$ cat config.mk
export PLATFORM = sky130hd
export DESIGN_NAME = product_piso
export DESIGN_NICKNAME = d
export VERILOG_FILES = /design/src/rtl/product_piso.sv
export SDC_FILE = /design/constraint.sdc
export NUM_CORES = 1
export LEC_CHECK = 0
export ABC_AREA = 1
export CORE_MARGIN = 1.5
export CORE_UTILIZATION = 45
export DETAILED_ROUTE_END_ITERATION = 8
export PLACE_DENSITY = 0.78
export SLEW_MARGIN = 20
export SYNTH_ARGS = -nofsm -noshare
export SYNTH_HDL_FRONTEND = slang
export SYNTH_SLANG_ARGS = --single-unit
$ cat constraint.sdc
create_clock -name clk -period 2.5 [get_ports clk]
set_clock_uncertainty 0.15 [all_clocks]
set_input_delay 0.5 -clock clk [delete_from_list [all_inputs] [get_ports clk]]
set_output_delay 0.5 -clock clk [all_outputs]
set_load 0.05 [all_outputs]
$ cat src/rtl/product_piso.sv
// product_piso: parallel-in / serial-out transmitter for one product word.
// A load in IDLE captures P; bits leave MSB first while shift_enable is high,
// then a one-cycle DONE state pulses piso_done before returning to IDLE.
// Optional feature macro: PISO_PARITY_EN appends one even-parity bit
// (XOR of the captured word) after the last data bit.
module product_piso #(
  parameter int WIDTH = 8
) (
  input  logic             clk,
  input  logic             reset,
  input  logic [WIDTH-1:0] P,
  input  logic             load,
  input  logic             shift_enable,
  output logic             serial_out,
  output logic             bit_valid,
  output logic             busy,
  output logic             piso_done
);

`ifdef PISO_PARITY_EN
  // Data bits followed by the parity bit, all carried in one shift register.
  localparam int NBITS = WIDTH + 1;
`else
  localparam int NBITS = WIDTH;
`endif

  // Sized so the counter can reach NBITS without wrapping.
  localparam int CW = $clog2(WIDTH + 2);
  localparam logic [CW-1:0] LAST_IDX = CW'(NBITS - 1);

  typedef enum logic [1:0] {
    IDLE  = 2'd0,
    SHIFT = 2'd1,
    DONE  = 2'd2
  } state_t;

  state_t           state_q, state_d;
  logic [NBITS-1:0] shreg_q, shreg_d;
  logic [CW-1:0]    cnt_q, cnt_d;
  logic [NBITS-1:0] load_word;

  // Word captured on an accepted load; parity sits below the LSB so it goes out last.
`ifdef PISO_PARITY_EN
  assign load_word = {P, ^P};
`else
  assign load_word = P;
`endif

  // State, shift register and bit counter; reset wins over every other input.
  always_ff @(posedge clk) begin
    if (reset) begin
      state_q <= IDLE;
      shreg_q <= '0;
      cnt_q   <= '0;
    end else begin
      state_q <= state_d;
      shreg_q <= shreg_d;
      cnt_q   <= cnt_d;
    end
  end

  // Next-state logic: loads only count in IDLE; shifting only advances on shift_enable.
  always_comb begin
    state_d = state_q;
    shreg_d = shreg_q;
    cnt_d   = cnt_q;
    case (state_q)
      IDLE: begin
        if (load) begin
          shreg_d = load_word;
          cnt_d   = '0;
          state_d = SHIFT;
        end
      end
      SHIFT: begin
        if (shift_enable) begin
          shreg_d = {shreg_q[NBITS-2:0], 1'b0};
          cnt_d   = cnt_q + 1'b1;
          if (cnt_q == LAST_IDX) begin
            state_d = DONE;
          end
        end
      end
      DONE: begin
        state_d = IDLE;
      end
      default: begin
        state_d = IDLE;
      end
    endcase
  end

  // Outputs decode from registered state only, so a stall naturally holds them.
  always_comb begin
    serial_out = 1'b0;
    bit_valid  = 1'b0;
    busy       = 1'b0;
    piso_done  = 1'b0;
    case (state_q)
      SHIFT: begin
        serial_out = shreg_q[NBITS-1];
        bit_valid  = 1'b1;
        busy       = 1'b1;
      end
      DONE: begin
        piso_done = 1'b1;
      end
      default: begin
        serial_out = 1'b0;
      end
    endcase
  end

endmodule
## After elaboration in Yosys (flattened, before gate mapping)

Cells that the tools add are included.

| word-level totals | value |
|---|---|
| register bits | 14 |
| bits in latches | 0 |
| bits in writable memories | 0 |
| bits in read-only memories | 0 |
| word-level logic and storage cells | 27 |
| memories kept | 0 |

| operators by class | value |
|---|---|
| $add $sub $neg | 1 |
| $mul | 0 |
| divide/modulo/power cells | 0 |
| magnitude comparators | 0 |
| equality and inequality tests | 6 |
| shift-type cells | 0 |
| mux-type cells | 13 |
| bitwise logic cells | 0 |
| reductions and logical operators | 4 |

Operators with widths:

| cell | count |
|---|---|
| $mux W8 | 2 |
| $pmux W8 S2 | 1 |
| $mux W4 | 2 |
| $pmux W4 S2 | 1 |
| $mux W2 | 3 |
| $ne A2 B2 Y1 const B | 3 |
| $reduce_and A3 Y1 | 2 |
| $add A4 B1 Y4 const B | 1 |
| $eq A4 B3 Y1 const B | 1 |
| $pmux W2 S2 | 1 |
| $mux W1 | 3 |
| $eq A2 B1 Y1 const B | 1 |
| $eq A2 B2 Y1 const B | 1 |
| $logic_not A2 Y1 | 1 |
| $reduce_bool A2 Y1 | 1 |

## Logic depth before layout (Yosys ltp)

Gate-level depths: netlist of run 1.

| depth | value |
|---|---|
| word-level depth | 4 |
| mapped depth | 7 |
| depth with buffers taken out | 7 |

## Worst setup path after synthesis of run 1

Ideal clock, no wire load.

| path | value |
|---|---|
| path type | reg2out |
| start | register state_q[0] |
| end | output port serial_out |
| data arrival time | 1181 ps |
| slack | 669 ps |
| stages on the path, launching flop included | 4 |
| cell sequence | dfxtp_1 > buf_6 > nand2_8 > nor2_1 |

| on the way | value |
|---|---|
| cells in the longest elaborated chain, start to end | 2 |

RTL lines:

| item | RTL line | RTL |
|---|---|---|
| start: declaration | 37 | `state_t state_q, state_d;` |
| start signal: assignment | 56 | `state_q <= state_d;` |
| $eq A2 B1 Y1 | 99 | `case (state_q)` |
| $mux W1 | 99 |  |
| end: declaration | 14 | `output logic serial_out,` |

No other way between the ends.

## Final worst setup path of run 1

| path | value |
|---|---|
| start | register state_q[1] |
| end | output port piso_done |

| on the way | value |
|---|---|
| cells in the longest elaborated chain, start to end | 2 |

RTL lines:

| item | RTL line | RTL |
|---|---|---|
| $eq A2 B2 Y1 | 99 |  |
| $mux W1 | 99 |  |
| end: declaration | 17 | `output logic piso_done` |

No other way between the ends.

==> metrics.txt, run 1 <==
synthesized area 778 sq um; # resized after CTS 0; Sinks on Clock Net 14; first-pass GRT wire length between 2000 and 3000 um; vias per cell just over 5; GRT Util Overall 0.188; DRT iter0 DRCs 11; Syn. warnings 0; most frequent cell after synthesis nand2_1; Internal 0.381 mW; TritonRoute pass-1 iters 4; startpoint types flip-flop; Layout area overhead 19.1%; Seq/Total Area, Yosys 0.360; height of the die 44.6 um; final hold vios 0; CTS buffer count 3; leading cell types by count after synthesis 34 x nand2_1, 19 x nor2_1, 14 x dfxtp_1; CTS root buffer clkbuf_4; grt total ovfl 0; Pwr Density 652 nW/um^2; CP Data Required Time between 1.5 and 2 ns; Flop pwr share 0.439; # Post-CTS Setup Buffers 0; largest net degree at the start of global routing 14; FMAX 0.436 GHz; max-cap viol count 0; Rel. slew slack 0.672; final core utilization 0.595; number of distinct library cells after synthesis 22; Clk Latency, worst-skew pair approximately 0.28 ns; GP Congestion 0.763; clock buffer depth 2; vias in the first global route 652; largest family of logic cells by synthesized area simple AND/OR/NAND/NOR gates; critical path, cell by cell inv_4 -> nor2_1 -> clkdlybuf4s50_1; initial antenna violation count 0; Rows 14; Primary FF master, synth dfxtp_1; post-placement cell count 136; most used routing layer in global routing met2; GRT met2 Usage 0.287; Setup violations, final 0; sw power 0.223 mW; IO buf count 15; DRC violations left 0; leak pwr 0.426 nW; Slowest-stage cell, CP clkdlybuf4s50_1; core footprint between 1500 and 2000 sq um; complex-gate fraction of the synthesized area 0.114; Post-DP HPWL between 1000 and 1500 um; worst slew pin tran 0.490 ns; Top delay family on crit path buffers and inverters; initial core utilization 0.499; Tcrit/Tclk final 0.917; Die X 44.6 um; Syn Area/Cell 7.21 sq um; DR WL/cell 10.6 um; Synth Instances roughly 110; Setup TNS 0 ns; fin cells 139; simple-gate share of the synthesized area 0.395; final wirelength 1470 um; Crit Path Category flip-flop to output pin; GR Util met1 0.244; Worst-path clk slew around 0.090 ns; Clock power frac 0.215; asr flop ratio synth 0; I/O pin total 16; CP bufs+invs 2; mux share of post-synthesis cell area 0; number of flops mapped to enable cells by yosys 0; CTS tree built; CTS Hold Bufs 0; crit-path max FO 6; met3 Resource Use GR 0.0245; Gate power share 0.346; Vias 702; NumNets Final 138; area share of the largest cell type after synthesis 0.360; Max rail drop VDD 0.423 mV; Worst EP arrival 1.64 ns; CTS H-Tree Depth 1; Hold Slack 0.357 ns; Adder-Cell Fraction of Synth Area 0.0161; top cells by area, synth dfxtp_1 36%, nand2_1 16%, nor2_1 9.2%; switch share 0.369; xor and xnor area share after synthesis 0; DIE AREA 1990 sq um; post-synthesis net count around 120; Synth Register Bits 14; Slew Viols, Final 0; antenna cell count 0; Largest stage delay, worst path 0.80 ns; Routed Antenna Nets 0; RSZ-0062 raised after global routing false; status complete, no violations; Final min period 2.29 ns; area leader, netlist dfxtp_1; crit end category output pin; layout cell share with drive strength beyond 1 0.163; Tightest Hold Check Type flip-flop to flip-flop
per-stage QoR:
step / worst slack (ns) / power, mW / cell area (sq um)
6_report: 0.207 / 0.604 / 927
5_1_grt: 0.166 / 0.640 / 927
4_1_cts: 0.201 / 0.608 / 927
3_5_place_dp: 0.514 / 0.480 / 905
3_3_place_gp: 0.527 / 0.478 / 905
2_1_floorplan: 0.669 / 0.442 / 778
power groups by stage:
| stage | clock network (mW) | logic (mW) | registers, mW |
|---|---|---|---|
| after floorplan | 0 | 0.175 | 0.267 |
| after global placement | 0 | 0.208 | 0.270 |
| after detailed placement | 0 | 0.210 | 0.271 |
| after CTS | 0.131 | 0.211 | 0.266 |
| after global routing | 0.140 | 0.231 | 0.269 |
| final | 0.130 | 0.209 | 0.265 |
cell families (layout without fill, tap and decap cells):
group / count (synthesis) / after routing
compound gates: 14 / 14
fa+ha+maj: 1 / 1
buf+inv: 14 / 29
flops: 14 / 14
simple gates: 65 / 65
final timing paths:
| path | from | end | slack [ns] | depth (start not counted) |
|---|---|---|---|---|
| worst max register to register | cnt_q[0] | state_q[1] | 1.10 | 5 |
| worst min register to register | cnt_q[0] | cnt_q[0] | 0.36 | 1 |
| worst max-delay path | state_q[1] | piso_done | 0.21 | 3 |
| worst min-delay path | cnt_q[0] | cnt_q[0] | 0.36 | 1 |
flip-flops by register name, summed over array words and instances, names as in the netlist:
name and flops:
cnt_q 4, shreg_q 8, state_q 2
cells in the final DEF, fill, tap and decap left out, types with 2 or more instances in the layout:
cell / synthesis / routed
nand3_1: 4 / 4
buf_4: 1 / 4
dfxtp_1: 14 / 14
a21oi_1: 3 / 3
o21ai_1: 4 / 4
clkdlybuf4s50_1: 0 / 12
o21ai_0: 2 / 2
nor3_1: 2 / 2
nand2_1: 34 / 34
nand3_4: 2 / 2
nor2_1: 19 / 19
a21oi_2: 2 / 2
inv_1: 6 / 6
inv_4: 3 / 3
clkbuf_4: 0 / 3
nand4_1: 2 / 2
o21ai_2: 3 / 3
metal layers:
metal | vias up | wire (um)
li1 | 375 | -
met1 | 312 | 716
met2 | 11 | 683
met3 | 4 | 37
met4 | 0 | 34
met5 | - | 0
cell type report:
type | instances | area [sq um]
multi-input cells | 80 | 409
well taps | 16 | 20.0
fillers | 160 | 632
repair buffers | 16 | 150
flip-flops and latches | 14 | 280
clock buffers | 3 | 22.5
inverters | 10 | 45.0
(Power assumes the default switching activity.)
==> run 2, diff against run 1 <==
--- a/config.mk
+++ b/config.mk
@@ -9,6 +9,7 @@
 export CORE_MARGIN = 1.5
 export CORE_UTILIZATION = 45
 export DETAILED_ROUTE_END_ITERATION = 8
+export MAX_ROUTING_LAYER = met4
 export PLACE_DENSITY = 0.78
 export SLEW_MARGIN = 20
 export SYNTH_ARGS = -nofsm -noshare
==> constraint.sdc (replaced) <==
create_clock -name clk -period 2.2 [get_ports clk]
set_clock_uncertainty 0.15 [all_clocks]
set_input_delay 0.33 -clock clk [delete_from_list [all_inputs] [get_ports clk]]
set_output_delay 0.33 -clock clk [all_outputs]
set_load 0.05 [all_outputs]
==> run 2 against run 1 <==
  * Count of clock-buffer cells in the layout rose by 1
  * Non-clock buffer count did not move
  * Global-route usage rose by 0.087 points
  * Worst hold slack got worse by 0.0098 ns
  * Wire length rose by 6.1%
  * Combinational power rose by 25%
  * Cell count rose by 0.72%
  * First-iteration DRC count fell by 64%
  * Final area rose by 5.5%
  * Via count fell by 0.57%
  * Sequential power rose by 14%
  * Power rose by 24%
  * Critical endpoint unchanged
==> metrics.txt, run 2 (synthesis results as in run 1) <==
CP Data Required Time 1.72 ns; Tightest Hold Check Type flip-flop to flip-flop; vias per cell 4.99; Routed Antenna Nets 0; I/O pin total 16; most frequent cells in the layout 34 x nand2_1, 19 x nor2_1, 14 x dfxtp_1; max-cap viol count 0; clock buffer depth 2; final wirelength approximately 1600 um; TritonRoute pass-1 iters 4; Top reg by flops shreg_q; crit-path max FO 6; crit end category output pin; Pwr Density ~770 nW/um^2; layout cell share with drive strength beyond 1 0.169; most common cell after layout, fill and taps aside nand2_1; Largest regs shreg_q x8, cnt_q x4, state_q x2; largest net degree at the start of global routing 14; final core utilization 0.628; # Post-CTS Setup Buffers 0; final hold vios 0; # resized after CTS 0; Rows 14; NumNets Final 138; Setup TNS 0 ns; CTS Hold Bufs 0; status complete, no violations; GRT Util Overall 0.189; vias in the first global route approximately 630; Layout area overhead 25.7%; Vias 698; IO buf count 15; CTS buffer count 3; Crit Path Category flip-flop to output pin; Worst-path clk slew 0.09 ns; Sinks on Clock Net 14; CTS H-Tree Depth 1; DIE AREA 1990 sq um; DRT iter0 DRCs 4; total power 0.751 mW; Slew Viols, Final 0; GP Congestion 0.754; core footprint 1560 sq um; initial antenna violation count 0; antenna cell count 0; initial core utilization 0.499; Worst EP arrival 1.64 ns; Post-DP HPWL around 1100 um; Largest register FFs 8; area of the multi-input gates 409 sq um; startpoint types flip-flop; first-pass GRT wire length 2690 um; worst slew pin tran 0.486 ns; CTS root buffer clkbuf_4; filler cell count 137; Max rail drop VDD 0.645 mV; DRC violations left 0; DR WL/cell 11.2 um; leak pwr 0.443 nW; Tcrit/Tclk final 0.963; Final min period between 2 and 2.5 ns; FMAX 0.472 GHz; fin cells 140; register area 280 sq um; Clk Latency, worst-skew pair around 0.28 ns; RSZ-0062 raised after global routing false; Setup violations, final 0; height of the die 44.6 um; Rel. slew slack 0.675; CTS tree built; grt total ovfl 0; Die X 44.6 um; post-placement cell count 136
run 2: power breakdown:
part           internal, mW  total, mW  switching [mW]  leakage (nW)
Clock                 0.101      0.188          0.0871        0.0210
Sequential            0.283      0.301          0.0182         0.115
Combinational         0.105      0.262           0.157         0.307
run 2: final cells by class:
class,instances,share of cell area
Multi-Input combinational cell,80,0.418
Sequential cell,14,0.286
Timing Repair Buffer,16,0.192
Inverter,10,0.0460
Clock buffer,4,0.0371
Tap cell,16,0.0205
run 2: layer usage:
metal,routed length [um],global-route usage
met3,75,0.0612
met2,718,0.278
met1,748,0.244
met5,0,-
met4,19,0.0545
run 2: path summary, 6_finish.rpt:
kind	start	end	slack [ns]	cells past startpoint
setup / recovery	state_q[1]	piso_done	0.08	3
hold reg to reg	shreg_q[0]	shreg_q[0]	0.35	2
setup reg to reg	cnt_q[0]	state_q[0]	0.80	6
hold / removal	shreg_q[0]	shreg_q[0]	0.35	2
run 2: critical path, stage by stage (launching register included):
cell and delay, ns:
dfxtp_1 0.38, inv_4 0.09, nor2_1 0.09, clkdlybuf4s50_1 0.80
run 2: metrics by stage:
step                hold slack (ns)  setup slack (ns)  instance area, sq um
global route                  0.367           0.00884                   978
global placement              0.331             0.400                   942
finish                        0.347            0.0823                   978
floorplan                     0.249             0.539                   778
detailed placement            0.326             0.393                   942
CTS                           0.347            0.0703                   978
